[config.mk]
export PLATFORM = sky130hd
export DESIGN_NAME = pc_sequencer
export DESIGN_NICKNAME = d
export VERILOG_FILES = /design/src/rtl/cpu_types_pkg.sv /design/src/rtl/ras_stack.sv /design/src/rtl/pc_sequencer.sv
export SDC_FILE = /design/constraint.sdc
export NUM_CORES = 1
export LEC_CHECK = 0
export CORE_UTILIZATION = 30
export DETAILED_ROUTE_END_ITERATION = 10
export PLACE_DENSITY = 0.5
export SYNTH_ARGS = -nofsm -noshare
export SYNTH_HDL_FRONTEND = slang
export SYNTH_HIERARCHICAL = 1
export SYNTH_SLANG_ARGS = --single-unit
[constraint.sdc]
create_clock -name CLK -period 8.05 [get_ports CLK]
set_input_delay 1.61 -clock CLK [delete_from_list [all_inputs] [get_ports CLK]]
set_output_delay 1.61 -clock CLK [all_outputs]
set_load 0.01 [all_outputs]
[src/rtl/cpu_types_pkg.sv]
// Shared CPU types: next-PC source selector and the sequential PC step.
package cpu_types_pkg;

    typedef enum logic [1:0] {
        PC_SEQ = 2'd0,
        PC_BR  = 2'd1,
        PC_J   = 2'd2,
        PC_JR  = 2'd3
    } pcsrc_t;

    localparam int unsigned PC_STEP = 4;

    // Clear the two byte-offset bits of a target so it is word aligned.
    function automatic logic [63:0] word_align(input logic [63:0] addr);
        return {addr[63:2], 2'b00};
    endfunction

endpackage

[src/rtl/ras_stack.sv]
// Circular return-address stack with top pointer and saturating occupancy count.
// A push when full overwrites the oldest entry; a pop when empty is a no-op.
// Simultaneous push and pop replaces the current top in place.
module ras_stack #(
    parameter int unsigned RAS_D = 4,
    parameter int unsigned PC_W  = 32
) (
    input  logic            CLK,
    input  logic            nRST,
    input  logic            push,
    input  logic            pop,
    input  logic [PC_W-1:0] wdat,
    output logic [PC_W-1:0] top,
    output logic            empty,
    output logic            full
);

    localparam int unsigned PTR_W = $clog2(RAS_D);
    localparam int unsigned OCC_W = $clog2(RAS_D) + 1;
    localparam logic [OCC_W-1:0] DEPTH = OCC_W'(RAS_D);

    logic [PC_W-1:0]  mem [RAS_D];
    logic [PTR_W-1:0] tp;
    logic [PTR_W-1:0] tp_next;
    logic [OCC_W-1:0] cnt;
    logic [OCC_W-1:0] cnt_next;
    logic             wr_en;
    logic [PTR_W-1:0] wr_ptr;

    assign top   = mem[tp];
    assign empty = (cnt == '0);
    assign full  = (cnt == DEPTH);

    // Pointer, count and write-port selection for push, pop and push+pop.
    always_comb begin
        tp_next  = tp;
        cnt_next = cnt;
        wr_en    = 1'b0;
        wr_ptr   = tp;
        if (push && pop) begin
            // replace the top in place; occupancy is unchanged
            wr_en  = 1'b1;
            wr_ptr = tp;
        end else if (push) begin
            wr_en   = 1'b1;
            wr_ptr  = tp + PTR_W'(1);
            tp_next = tp + PTR_W'(1);
            if (!full) begin
                cnt_next = cnt + OCC_W'(1);
            end
        end else if (pop && !empty) begin
            tp_next  = tp - PTR_W'(1);
            cnt_next = cnt - OCC_W'(1);
        end
    end

    // Stack storage and pointer/count registers, cleared asynchronously.
    always_ff @(posedge CLK or negedge nRST) begin
        if (!nRST) begin
            tp  <= '0;
            cnt <= '0;
            for (int unsigned i = 0; i < RAS_D; i++) begin
                mem[i] <= '0;
            end
        end else begin
            tp  <= tp_next;
            cnt <= cnt_next;
            if (wr_en) begin
                mem[wr_ptr] <= wdat;
            end
        end
    end

endmodule

[src/rtl/pc_sequencer.sv]
// Fetch-stage program counter with next-PC selection, a return-address
// stack predictor and saturating hit/miss statistics. The fetched PC is
// always the architecturally resolved target; the RAS only scores itself.
module pc_sequencer
    import cpu_types_pkg::*;
#(
    parameter int unsigned     PC_W    = 32,
    parameter logic [PC_W-1:0] PC_INIT = '0,
    parameter int unsigned     RAS_D   = 4,
    parameter int unsigned     CNT_W   = 16
) (
    input  logic             CLK,
    input  logic             nRST,
    input  logic             pc_en,
    input  pcsrc_t           pc_src,
    input  logic             br_taken,
    input  logic [15:0]      imm16,
    input  logic [25:0]      imm26,
    input  logic [PC_W-1:0]  jr_tgt,
    input  logic             is_jal,
    input  logic             is_ret,
    output logic [PC_W-1:0]  pc,
    output logic [PC_W-1:0]  pc_plus4,
    output logic             ras_empty,
    output logic             ras_full,
    output logic             misalign,
    output logic [CNT_W-1:0] hit_cnt,
    output logic [CNT_W-1:0] miss_cnt
);

    localparam logic [PC_W-1:0] J_MASK = PC_W'(28'hFFF_FFFF);

    logic [PC_W-1:0] pc_next;
    logic [PC_W-1:0] br_off;
    logic [PC_W-1:0] j_tgt;
    logic [PC_W-1:0] jr_al;
    logic [PC_W-1:0] ras_top;
    logic            ras_push;
    logic            ras_pop;
    logic            ras_hit;
    logic            ras_miss;
    logic [63:0]     jr_wide;
    logic [63:0]     jr_wide_al;

    assign pc_plus4   = pc + PC_W'(PC_STEP);
    assign br_off     = {{(PC_W-18){imm16[15]}}, imm16, 2'b00};
    assign j_tgt      = (pc_plus4 & ~J_MASK) | PC_W'({imm26, 2'b00});
    assign jr_wide    = 64'(jr_tgt);
    assign jr_wide_al = word_align(jr_wide);
    assign jr_al      = jr_wide_al[PC_W-1:0];

    assign ras_push = pc_en & is_jal;
    assign ras_pop  = pc_en & is_ret;
    assign ras_hit  = ras_pop & ~ras_empty & (ras_top == jr_al);
    assign ras_miss = ras_pop & ~ras_hit;

    ras_stack #(
        .RAS_D (RAS_D),
        .PC_W  (PC_W)
    ) u_ras (
        .CLK   (CLK),
        .nRST  (nRST),
        .push  (ras_push),
        .pop   (ras_pop),
        .wdat  (pc_plus4),
        .top   (ras_top),
        .empty (ras_empty),
        .full  (ras_full)
    );

    // Next-PC target mux; all arithmetic wraps modulo 2**PC_W.
    always_comb begin
        pc_next = pc_plus4;
        case (pc_src)
            PC_SEQ:  pc_next = pc_plus4;
            PC_BR:   pc_next = br_taken ? (pc_plus4 + br_off) : pc_plus4;
            PC_J:    pc_next = j_tgt;
            PC_JR:   pc_next = jr_al;
            default: pc_next = pc_plus4;
        endcase
    end

    // Program counter register, advancing only on enabled edges.
    always_ff @(posedge CLK or negedge nRST) begin
        if (!nRST) begin
            pc <= PC_INIT;
        end else if (pc_en) begin
            pc <= pc_next;
        end
    end

    // One-cycle flag for a register target with nonzero byte offset.
    always_ff @(posedge CLK or negedge nRST) begin
        if (!nRST) begin
            misalign <= 1'b0;
        end else begin
            misalign <= pc_en & (pc_src == PC_JR) & (|jr_tgt[1:0]);
        end
    end

    // Saturating RAS prediction hit and miss counters.
    always_ff @(posedge CLK or negedge nRST) begin
        if (!nRST) begin
            hit_cnt  <= '0;
            miss_cnt <= '0;
        end else begin
            if (ras_hit && (hit_cnt != '1)) begin
                hit_cnt <= hit_cnt + CNT_W'(1);
            end
            if (ras_miss && (miss_cnt != '1)) begin
                miss_cnt <= miss_cnt + CNT_W'(1);
            end
        end
    end

endmodule
# Word level (Yosys, flattened, before mapping)
# Index checks and enable logic that the tools add are counted.
[classes] eq_ne=8 mux=17 bitwise_logic=13 order_cmp=3 n_reduce_logical=12 n_addsub=8
[ops] cell="bitwise mux 128 bit" count=1
[ops] cell="two-way mux 32 bit" count=4
[ops] cell="case mux 32 bit (4 select lines)" count=1
[ops] cell="binary-select mux 32 bit (select 2 bit)" count=1
[ops] cell="demux 32 bit (select 2 bit)" count=1
[ops] cell="adder 16 x 1 -> 16 bit, second input constant" count=2
[ops] cell="adder 32 x 3 -> 32 bit, second input constant" count=1
[ops] cell="adder 32 bit" count=1
[ops] cell="equality test 32 bit" count=1
[ops] cell="!= test 16 bit, second input constant" count=2
[ops] cell="OR 32 x 28 -> 32 bit" count=1
[ops] cell="two-way mux 3 bit" count=3
[ops] cell="two-way mux 2 bit" count=4
[ops] cell="bitwise AND 1 bit" count=7
[ops] cell=">= comparator 3 bit, second input constant" count=2
[ops] cell="inverter 2 -> 3 bit" count=2
[ops] cell="logical AND 1 bit" count=5
[ops] cell="equality test 2 bit, second input constant" count=2
[ops] cell="adder 3 x 1 -> 3 bit, second input constant" count=1
[ops] cell="equality test 3 bit, second input constant" count=1
[ops] cell="zero test 3 bit" count=1
[ops] cell="< comparator 3 x 1 -> 1 bit, second input constant" count=1
[ops] cell="inverter 1 bit" count=3
[ops] cell="AND reduction 3 bit" count=1
[ops] cell="other kinds (11)" count=12
[word_totals] input_bits=82 ff_bits=198 output_inout_bits=99

# Depth between registers and ports, before layout
[logic_depth] word_depth=9 depth_mapped=18 mapped_depth_nobuf=17

# Cells and area by module
# The synthesis kept the hierarchy.
[by_module_without_submodules] mod="pc_sequencer" instances=1 cells_per_inst=775 area_per_inst_um2=6238.5 seq_area_each_um2=1576.5
[by_module_without_submodules] mod="ras_stack" instances=1 cells_per_inst=353 area_per_inst_um2=6000.8 seq_area_each_um2=3328.2

# Least setup slack after synthesis
# Ideal clock, no wire load.
[synth_timing] path_type="flip-flop to flip-flop" start="reg pc[4]" end="reg pc[28]" path_buffers=3 path_slack_ns=4.040 setup_ns=0.118 path_stages_with_launch=18 t_arrival_ns=3.892 required_time_ns=7.932 path_cell_list="dfrtp_1 > buf_2 > nand3_1 > nor3_1 > and3_1 > buf_2 > xor2_1 > ha_1 > clkbuf_1 > a21oi_1 > o21ai_1 > a221o_1 > a211oi_1 > a21oi_1 > a221oi_2 > xor2_1 > a211oi_1 > a21o_1"
[synth_via] elab_chain_len=4
[synth_lines] element="start: declaration" line_no="pc_sequencer.sv:22" rtl="output logic [PC_W-1:0] pc,"
[synth_lines] element="start signal: assignment" line_no="pc_sequencer.sv:88" rtl="pc <= pc_next;"
[synth_lines] element="adder 32 x 3 -> 32 bit" line_no="pc_sequencer.sv:45" rtl="assign pc_plus4 = pc + PC_W'(PC_STEP);"
[synth_lines] element="net pc_plus4[15]" line_no="pc_sequencer.sv:23" rtl="output logic [PC_W-1:0] pc_plus4,"
[synth_lines] element="adder 32 bit" line_no="pc_sequencer.sv:76" rtl="PC_BR: pc_next = br_taken ? (pc_plus4 + br_off) : pc_plus4;"
[synth_lines] element="two-way mux 32 bit" line_no="pc_sequencer.sv:76"
[synth_lines] element="case mux 32 bit (4 select lines)" line_no="pc_sequencer.sv:74" rtl="case (pc_src)"
# The timed path passes the listed nets, and every way through them passes these cells.
# A chain may end at the register's enable or synchronous reset.

# Worst setup path in the final report
[layout_timing] start="reg pc[7]" end="out pc_plus4[21]"
[layout_via] elab_chain_len=1
[layout_lines] element="adder 32 x 3 -> 32 bit" line_no="pc_sequencer.sv:45"
[layout_lines] element="end: declaration" line_no="pc_sequencer.sv:23"
# No other way between the ends.

==> flow_metrics.tcl <==
set metrics [dict create \
    report.final.setup_viol 0 \
    gr-total-overflow 0 \
    post-synth-top-count-cell "sky130_fd_sc_hd__dfrtp_1" \
    floorplan_core_area_sq_um 40000 \
    fillers 3992 \
    post_drt_wl_per_cell_microns 22.0 \
    postCtsResizedCells 0 \
    design_power_total_mw 4.62 \
    worst_setup_path_start_kind "flip-flop" \
    synth.lib_cells_used.distinct 90 \
    synth.cell_area_sq_um 12200 \
    power_report.internal_total_mw 2.89 \
    critical_path_peak_fanout 7 \
    cp.arrival_ns 3.68 \
    antenna_found_initial 1 \
    drt-vias-per-instance 5.33 \
    detail_route.wirelength_microns 40500 \
    dieArea_sq_um 41600 \
    cts.hold.buffers_added 0 \
    drive_above_1_share_pct 18.4 \
    final.setup.tns_ns 0 \
    grt_first_pass_wirelength_microns 61600 \
    buffer_ports.inserted 176 \
    top_ports 181 \
    stdcell_area_sq_um 15100 \
    start_util_pct 30.6 \
    dieWidth_microns 204 \
    cts-buffers-inserted 17 \
    p_per_area_nw_per_um2 305 \
    globalplace.congestion 0.913 \
    synthDominantAreaCellType "sky130_fd_sc_hd__dfrtp_1" \
    setup_repair_after_global_routing_missed_its_margin "false" \
    htreeDepth 4 \
    rows 73 \
    grt_usage_pct 19.9 \
    report.final.hold_viol_count 0 \
    regToRegSetupSlack_ns 3.16 \
    power.ir.vdd_worst_uv 171 \
    clk_root_buffer_cell "sky130_fd_sc_hd__clkbuf_16" \
    worst_r2r_endpoint "pc[25]$_DFFE_PN0P_" \
    place.detailed.hpwl_microns 29600 \
    nNetsFinal 1419 \
    pwr-share-seq_pct 35.8 \
    yosysSeqAreaShare_pct 40.1 \
    report.final.slew_viol_count 0 \
    holdCritPathClass "reg2reg" \
    drtIter0Drc 615 \
    grt_pass1_vias 9899 \
    detailedRoute.firstPassIterationCount 5 \
    maxSlewHeadroom_pct 36.0 \
    tightestPinTransition_ns 0.956 \
    final_min_period_over_clock_period_pct 65.7 \
    power.net_switching_mw 1.73 \
    insertion_delay_ns 0.46 \
    startpoint_of_the_tightest_hold_check_path "u_ras/mem[38]$_DFFE_PN0P_" \
    synth_async_sr_flop_share_pct 100 \
    yosys-top-cells-count "196 x sky130_fd_sc_hd__dfrtp_1, 120 x sky130_fd_sc_hd__mux2_2, 78 x sky130_fd_sc_hd__nand2_1" \
    fin_skew_ns 0.0117 \
    power.clock.fraction_pct 19.9 \
    yosysTopAreaCellShare_pct 40.1 \
    worstPathRequired_ns 6.44 \
    cts.sink_count 196 \
    clk_path_buf_depth 2 \
    number_of_nets_with_antenna_violations_after_routing 0 \
    syn_to_final_growth_pct 23.7 \
    cts_post_setup_buffers_inserted 0 \
    power.switching_fraction_pct 37.5 \
    maximum_number_of_pins_on_one_net_before_global_route_repair 102 \
    run_status "complete, no violations" \
    synth-edff-count 0 \
    post-route-util_pct 37.8 \
    final_critical_period_ns 5.29 \
    worst_r2r_path_depth 14 \
    leakagePower_nw 6.19 \
    mean_cell_area_of_the_mapped_netlist_sq_um 10.9 \
    route.vias.total 9811 \
    max-cap-violations 0 \
    detailed_place.area_sq_um 14500 \
    hold_path_cells 1 \
    crit_path_end_kind "output pin" \
    tritoncts "yes" \
    synth_top_cells_by_area "sky130_fd_sc_hd__dfrtp_1 40%, sky130_fd_sc_hd__mux2_2 11%, sky130_fd_sc_hd__mux4_2 6.3%" \
    ys_ff_latch 196 \
    timing.rr.start "pc[7]$_DFFE_PN0P_" \
    die_h_microns 204 \
    ys.flop_type "sky130_fd_sc_hd__dfrtp_1" \
    drc 0 \
    netlist_instances 1128 \
    timing.setup.critical_path_class "reg2out" \
    hold-path-endpoint "u_ras/mem[38]$_DFFE_PN0P_" \
    share_comb_of_total_power_pct 44.3 \
    path_clk_slew_ns 0.08 \
    fmax_mhz 189 \
    yosys_warnings 6 \
]
[stage by stage]
stage	instances	hold WS [ns]	setup slack, ns
finish	1839	0.485	2.76
floorplan	1139	0.452	4.04
global placement	1806	0.464	3.22
detailed placement	1806	0.471	3.20
CTS	1838	0.489	2.68
global route	1839	0.504	2.50
[cells by family (layout without fill, tap and decap cells)]
logic type,after synthesis,after routing,share of synthesized area (%)
and+or+nand+nor,298,298,12.3
AOI/OAI and AO/OA,230,230,12.9
DFF,196,196,40.1
muxes,173,173,19.0
xor gates and xnor gates,111,111,8.13
buffers and inverters,82,256,3.70
adders and majority gates,37,37,3.91
other,1,13,0.0306
[worst max-delay path, cell delays in order (launching register included)]
cell and delay [ns]:
sky130_fd_sc_hd__dfrtp_1 0.45, sky130_fd_sc_hd__nand4_1 0.22, sky130_fd_sc_hd__nor3_1 0.64, sky130_fd_sc_hd__and3_1 0.38, sky130_fd_sc_hd__nand4_1 0.20, sky130_fd_sc_hd__xnor2_1 0.64
sky130_fd_sc_hd__clkdlybuf4s50_1 0.67
[area by class of cell]
| class | count | area (sq um) | area share [%] |
|---|---|---|---|
| timing repair buffer | 197 | 1910 | 12.6 |
| sequential | 196 | 4910 | 32.4 |
| clock buffer | 18 | 439 | 2.90 |
| inverter | 27 | 101 | 0.670 |
| clock inverter | 14 | 181 | 1.20 |
| antenna | 1 | 2.50 | 0.0165 |
| tap | 525 | 657 | 4.34 |
| multi-input combinational | 861 | 6940 | 45.8 |
[layer usage]
metal  vias up  part of all wire, %  global-route usage (%)
met5         -                    0                       0
met4         0                  2.2                    6.40
met2       303                   45                    30.9
li1       4485                    -                       -
met1      4973                   46                    27.1
met3        50                  6.3                    4.70
[power by group through the flow]
stage | Sequential, mW | Clock (mW) | Combinational, mW
after global routing | 1.72 | 0.988 | 2.20
after detailed placement | 1.68 | 0 | 2.05
after global placement | 1.67 | 0 | 2.03
final | 1.66 | 0.919 | 2.05
after CTS | 1.66 | 0.951 | 2.05
after floorplan | 1.56 | 0 | 1.41
[sequential cells by signal, summed over array words and instances (netlist names)]
signal and cells:
misalign 1, u_ras/mem 128, u_ras/tp 2, u_ras/cnt 3, miss_cnt 16, pc 30
hit_cnt 16
[worst max-delay path by stage]
stage | slack (ns) | startpoint | depth (start not counted) | end
global route | 2.50 | pc[2]$_DFFE_PN0P_ | 8 | pc_plus4[26]
detailed placement | 3.20 | imm16[1] | 11 | pc[25]$_DFFE_PN0P_
global placement | 3.22 | imm16[15] | 10 | pc[28]$_DFFE_PN0P_
CTS | 2.68 | pc[2]$_DFFE_PN0P_ | 8 | pc_plus4[26]
finish | 2.76 | pc[7]$_DFFE_PN0P_ | 6 | pc_plus4[21]
floorplan | 4.04 | pc[4]$_DFFE_PN0P_ | 17 | pc[28]$_DFFE_PN0P_
[placed cells by master (no fill, tap or decap), types with 7 or more instances in the layout]
master / instances
sky130_fd_sc_hd__nand2_1: 78
sky130_fd_sc_hd__a221oi_1: 8
sky130_fd_sc_hd__xor2_1: 53
sky130_fd_sc_hd__mux4_2: 34
sky130_fd_sc_hd__xnor2_1: 55
sky130_fd_sc_hd__buf_4: 21
sky130_fd_sc_hd__mux2i_1: 8
sky130_fd_sc_hd__inv_1: 26
sky130_fd_sc_hd__a21oi_1: 59
sky130_fd_sc_hd__and3_1: 11
sky130_fd_sc_hd__conb_1: 12
sky130_fd_sc_hd__a22o_1: 9
sky130_fd_sc_hd__mux2_2: 120
sky130_fd_sc_hd__a211oi_1: 9
sky130_fd_sc_hd__o211ai_1: 14
sky130_fd_sc_hd__nor2b_1: 9
sky130_fd_sc_hd__o21ai_0: 41
sky130_fd_sc_hd__mux2_1: 11
sky130_fd_sc_hd__nor2_1: 77
sky130_fd_sc_hd__ha_1: 35
sky130_fd_sc_hd__dfrtp_1: 194
sky130_fd_sc_hd__clkbuf_16: 17
sky130_fd_sc_hd__nand2b_1: 8
sky130_fd_sc_hd__clkdlybuf4s50_1: 173
sky130_fd_sc_hd__nor3_1: 12
sky130_fd_sc_hd__nand3_1: 42
sky130_fd_sc_hd__nand4_1: 16
sky130_fd_sc_hd__a21o_1: 20
sky130_fd_sc_hd__nor4_1: 7
Power figures use the tool's default switching activity.
